### config.mk
export PLATFORM = sky130hd
export DESIGN_NAME = imem_arbiter
export DESIGN_NICKNAME = d
export VERILOG_FILES = /design/src/rtl/imem_arb_pkg.sv /design/src/rtl/imem_arbiter_rr_arb2.sv /design/src/rtl/imem_arbiter.sv
export SDC_FILE = /design/constraint.sdc
export NUM_CORES = 1
export LEC_CHECK = 0
export CORE_AREA = 8 8 98 100
export CTS_BUF_LIST = sky130_fd_sc_hd__clkbuf_8
export DETAILED_ROUTE_END_ITERATION = 7
export DIE_AREA = 0 0 106 108
export PLACE_DENSITY = 0.93
export SLEW_MARGIN = 40
export SYNTH_ARGS = -nofsm -noshare
export SYNTH_HDL_FRONTEND = slang
export SYNTH_SLANG_ARGS = --single-unit
export TNS_END_PERCENT = 10
### constraint.sdc
create_clock -name clk -period 5.5 [get_ports clk]
set_input_delay 1.1 -clock clk [delete_from_list [all_inputs] [get_ports clk]]
set_output_delay 1.1 -clock clk [all_outputs]
set_load 0.01 [all_outputs]
### src/rtl/imem_arb_pkg.sv
// Shared types and constants for the instruction-RAM arbiter.
// Requester identities, FSM state encoding and the address legality check.
package imem_arb_pkg;

  typedef enum logic [1:0] {
    IDLE   = 2'd0,
    ACCESS = 2'd1,
    RESP   = 2'd2
  } state_e;

  typedef enum logic {
    OWN_FETCH = 1'b0,
    OWN_LOAD  = 1'b1
  } owner_e;

  localparam int WORD_BYTES = 4;

  // A byte address is rejected if it is not word aligned or lies beyond the RAM.
  function automatic logic addr_bad(input logic [31:0] addr, input int addr_w);
    logic misaligned;
    logic out_of_range;
    misaligned   = (addr & (WORD_BYTES - 1)) != 32'd0;
    out_of_range = (addr >> (addr_w + 2)) != 32'd0;
    return misaligned || out_of_range;
  endfunction

endpackage

### src/rtl/imem_arbiter_rr_arb2.sv
// Two-way round-robin picker: bit 0 is fetch, bit 1 is the loader.
// On contention the requester that was not granted last wins.
module rr_arb2
  import imem_arb_pkg::*;
(
  input  logic [1:0] valid,
  input  owner_e     last_grant,
  output logic [1:0] grant
);

  always_comb begin
    grant = 2'b00;
    case (valid)
      2'b01:   grant = 2'b01;
      2'b10:   grant = 2'b10;
      2'b11:   grant = (last_grant == OWN_LOAD) ? 2'b01 : 2'b10;
      default: grant = 2'b00;
    endcase
  end

endmodule

### src/rtl/imem_arbiter.sv
// Shares the single-port instruction RAM between instruction fetch and the loader,
// one access at a time, with registered responses and error replies for bad addresses.
module imem_arbiter
  import imem_arb_pkg::*;
#(
  parameter int ADDR_W = 10
) (
  input  logic              clk,
  input  logic              reset,
  input  logic              f_req_valid,
  output logic              f_req_ready,
  input  logic [31:0]       f_req_addr,
  output logic              f_rsp_valid,
  input  logic              f_rsp_ready,
  output logic [31:0]       f_rsp_data,
  output logic              f_rsp_err,
  input  logic              l_req_valid,
  output logic              l_req_ready,
  input  logic [31:0]       l_req_addr,
  input  logic              l_req_we,
  input  logic [31:0]       l_req_wdata,
  output logic              l_rsp_valid,
  input  logic              l_rsp_ready,
  output logic [31:0]       l_rsp_data,
  output logic              l_rsp_err,
  output logic              mem_en,
  output logic              mem_we,
  output logic [ADDR_W-1:0] mem_addr,
  output logic [31:0]       mem_wdata,
  input  logic [31:0]       mem_rdata
);

  localparam logic [1:0] S_IDLE   = IDLE;
  localparam logic [1:0] S_ACCESS = ACCESS;
  localparam logic [1:0] S_RESP   = RESP;

  logic [1:0]  state;
  owner_e      owner;
  owner_e      last_grant;
  logic [31:0] rsp_data;
  logic        rsp_err;
  logic        rsp_is_write;

  logic        idle;
  logic [1:0]  req_valid;
  logic [1:0]  grant;
  logic        sel_load;
  logic [31:0] sel_addr;
  logic        addr_err;
  logic        take;
  logic        legal_take;
  logic        owner_rsp_ready;

  // Requests are only sampled in IDLE, and never while reset is held.
  assign idle      = (state == S_IDLE) && !reset;
  assign req_valid = idle ? {l_req_valid, f_req_valid} : 2'b00;

  rr_arb2 u_rr_arb2 (
    .valid      (req_valid),
    .last_grant (last_grant),
    .grant      (grant)
  );

  assign sel_load   = grant[1];
  assign sel_addr   = sel_load ? l_req_addr : f_req_addr;
  assign addr_err   = addr_bad(sel_addr, ADDR_W);
  assign take       = |grant;
  assign legal_take = take && !addr_err;

  assign f_req_ready = grant[0];
  assign l_req_ready = grant[1];

  // RAM strobes are driven only in a legal grant cycle and held at zero otherwise.
  assign mem_en    = legal_take;
  assign mem_we    = legal_take && sel_load && l_req_we;
  assign mem_addr  = legal_take ? sel_addr[ADDR_W+1:2] : '0;
  assign mem_wdata = (legal_take && sel_load) ? l_req_wdata : 32'd0;

  assign f_rsp_valid = (state == S_RESP) && (owner == OWN_FETCH);
  assign l_rsp_valid = (state == S_RESP) && (owner == OWN_LOAD);
  assign f_rsp_data  = rsp_data;
  assign l_rsp_data  = rsp_data;
  assign f_rsp_err   = rsp_err;
  assign l_rsp_err   = rsp_err;

  assign owner_rsp_ready = (owner == OWN_LOAD) ? l_rsp_ready : f_rsp_ready;

  always_ff @(posedge clk) begin
    if (reset) begin
      state        <= S_IDLE;
      owner        <= OWN_FETCH;
      last_grant   <= OWN_LOAD;
      rsp_data     <= 32'd0;
      rsp_err      <= 1'b0;
      rsp_is_write <= 1'b0;
    end else begin
      case (state)
        S_IDLE: begin
          if (take) begin
            owner      <= sel_load ? OWN_LOAD : OWN_FETCH;
            last_grant <= sel_load ? OWN_LOAD : OWN_FETCH;
            if (addr_err) begin
              rsp_data <= 32'd0;
              rsp_err  <= 1'b1;
              state    <= S_RESP;
            end else begin
              rsp_is_write <= mem_we;
              state        <= S_ACCESS;
            end
          end
        end
        S_ACCESS: begin
          rsp_data <= rsp_is_write ? 32'd0 : mem_rdata;
          rsp_err  <= 1'b0;
          state    <= S_RESP;
        end
        S_RESP: begin
          if (owner_rsp_ready) begin
            state <= S_IDLE;
          end
        end
        default: state <= S_IDLE;
      endcase
    end
  end

endmodule

==> metrics.yaml, run 1 <==
outcome: "completed"
grt_use_total_pct: 17.4
routabilityCongestion: 0.769
grt_max_degree: 34
critPathArrivalTime_ns: 3.66
via_per_inst: 4.84
maxCapViolations: 0
yosys.area_share.simple_pct: 22.6
cp_slowest_stage_delay_ns: 0.59
synth_area_leaders: "dfxtp_1, a22o_1, a21o_1"
fin_tns_setup_ns: 0
crit_top_cell: "clkdlybuf4s50_1"
crit_end: "mem_addr[2]"
hold_path.class: "register to register"
die_w_um: 106
die_area_sq_um: 11400
drc_errors: 0
worstPathCellList: "clkdlybuf4s50_1 -> nor3_2 -> nand3_2 -> or3_4 -> a21o_1 -> a21oi_1 -> clkdlybuf4s50_1"
vias: 2811
clk_pin_slew_ns: 0.07
cts_htree_levels: 2
cp-start-kind: "primary input"
slew_headroom_pct: 69.8
seq_area_frac_synth_pct: 33.6
grt_pass1_wl_um: 16000
synthMuxAreaShare_pct: 0
placed_cells: 573
placementRows: 33
drtIter0Drc: 97
antenna_found_initial: 0
hold_buffers: 0
fin_crit_ns: 4.76
clockBufferDepth: 2
power_density_nw_per_um2: 137
path_class: "primary input to primary output"
layout.cells.non_filler: 581
leakage_nw: 2.05
finalSetupViolCount: 0
port_buffers: 248
layout-drive-gt1-share_pct: 4.41
clock-sinks: 38
yosys_warnings: 0
post_cts_resized: 0
netlist_area_sq_um: 2270
num_antenna_cells: 0
skew_ns: 0.00436
finalCritPeriodShare_pct: 86.6
initial_utilization_pct: 28.2
dp_hpwl_um: 9130
dpl_cell_area_sq_um: 4600
ys_ff_latch: 38
r2r_start: "state[0]"
grt_setup_unrepaired: "false"
worst-r2r-cell-count: 7
startpoint: "reset"
grt_pass1_vias: 3010
die_y_um: 108
avgSynthCellArea_sq_um: 8.59
post_cts_buffers: 0
synth-xor-area-share_pct: 0
clock-root-buffer: "clkbuf_8"
cts_tree: "done"
num-nets-final: 610
synth_compound_area_share_pct: 28.6
fmax_ghz: 0.210
overflow: 0
drv_slew: 0
vdd_drop_max_uv: 89.9
ys_types: 29
post_drt_wl_per_cell_um: 18.2
cp_data_required_time_ns: 4.40
drt_first_pass_iters: 4
critical_path.max_fanout: 13
clk_latency_ns: 0.28
layout_common_cells: "clkdlybuf4s50_1, dfxtp_1, and2_1, a21o_1, a22o_1"
synthAdderAreaFrac_pct: 0
routed_wl_um: 10600
synth_top_family_by_area: "compound AO/OA/AOI/OAI gates"
cpMaxStageDelayCell: "clkdlybuf4s50_1"
endpoint_kind: "primary output"
drtAntennaViolNets: 0
ios: 249
hold_violations: 0
yosysTopAreaCellShare_pct: 33.6
syn_nets: 399
reg2reg_to: "f_rsp_data[8]"
r2r_slack_ns: 3.36
core_area_sq_um: 8050
synth_cells: 264
cts_buffers: 5
worst_pin_slew_ns: 0.453
yosysTopAreaCell: "dfxtp_1"
area_growth_syn_to_layout_pct: 108
final_area_sq_um: 4710
mostFrequentLayoutCell: "clkdlybuf4s50_1"
through the flow:
step                util (%)  power (mW)  hold slack [ns]  worst slack (ns)
global placement        57.1       0.422            0.479             0.891
finish                  58.5       0.643            0.508             0.739
floorplan                  -       0.315            0.462              1.88
global route            58.5       0.673            0.529             0.552
CTS                     58.5       0.651            0.511             0.743
detailed placement      57.1       0.425            0.494             0.740
flip-flops by register name, summed over array words and instances, names as in the netlist:
name and cells:
owner 1, f_rsp_data 32, f_rsp_err 1, state 2, rsp_is_write 1, last_grant 1
per-layer routing:
layer  GRT usage, %  share of wire (%)  wire length [um]  up-vias
met5              0                  0                 0        -
li1               -                  -                 -     1322
met1           15.9                 35              3650     1308
met3           9.52                 13              1340       20
met2           31.6                 50              5270      161
met4           7.14                3.0               313        0
layout make-up:
cell class	instances	area, sq um
Clock buffer	5	68.8
Clock inverter	3	37.5
Fill cell	674	3340
Inverter	4	15.0
Multi-Input combinational cell	173	1170
Sequential cell	38	761
Tap cell	105	131
Timing Repair Buffer	253	2520
synthesized netlist by cell type:
cell,n
and3b_1,1
a311oi_4,1
a211o_1,1
nor4_1,10
nand2b_1,2
a31o_2,2
nor3_2,1
nor2b_1,2
or2_2,1
nand2_1,25
buf_6,3
nor2_1,3
a21oi_1,12
clkbuf_1,13
a221oi_1,1
a22o_1,32
nand3_1,2
and2_1,33
buf_4,33
dfxtp_1,38
nand3_2,1
and4_1,1
and3_1,1
or3_4,1
nor3_1,3
nor3b_1,1
a21o_1,33
nand4_1,3
inv_1,4
logic make-up (layout without fill, tap and decap cells):
| group | count (synthesis) | after routing |
|---|---|---|
| AO/OA/AOI/OAI | 82 | 82 |
| flip-flops | 38 | 38 |
| AND/OR/NAND/NOR | 91 | 91 |
| buffers and inverters | 53 | 265 |
how the worst min path moves through the flow:
stage	cells past startpoint	end	slack (ns)	startpoint
floorplan	1	rsp_is_write	0.46	rsp_is_write
finish	1	f_rsp_data[14]	0.51	f_rsp_data[14]
detailed placement	1	f_rsp_data[14]	0.49	f_rsp_data[14]
global route	1	rsp_is_write	0.53	rsp_is_write
global placement	1	f_rsp_data[28]	0.48	f_rsp_data[28]
CTS	1	f_rsp_data[14]	0.51	f_rsp_data[14]
where the power goes:
part           leakage [nW]  total, mW  switching [mW]  internal (mW)
logic                  1.68      0.137          0.0378         0.0993
registers             0.307      0.282         0.00367          0.278
clock network        0.0607      0.224          0.0924          0.132
critical path: cells and delay by family:
kind                   cells  cell delay (ns)
buffers and inverters      2             1.15
AOI/OAI and AO/OA          2             0.53
and+or+nand+nor            3             0.87
Power figures use the tool's default switching activity.
==> run 2, diff against run 1 <==
--- a/config.mk
+++ b/config.mk
@@ -10,6 +10,7 @@
 export DETAILED_ROUTE_END_ITERATION = 7
 export DIE_AREA = 0 0 106 108
 export PLACE_DENSITY = 0.93
+export SETUP_SLACK_MARGIN = 0.3
 export SLEW_MARGIN = 40
 export SYNTH_ARGS = -nofsm -noshare
 export SYNTH_HDL_FRONTEND = slang
==> results of run 2 <==
The final DEF is identical to that of run 1; final timing and power are the same.
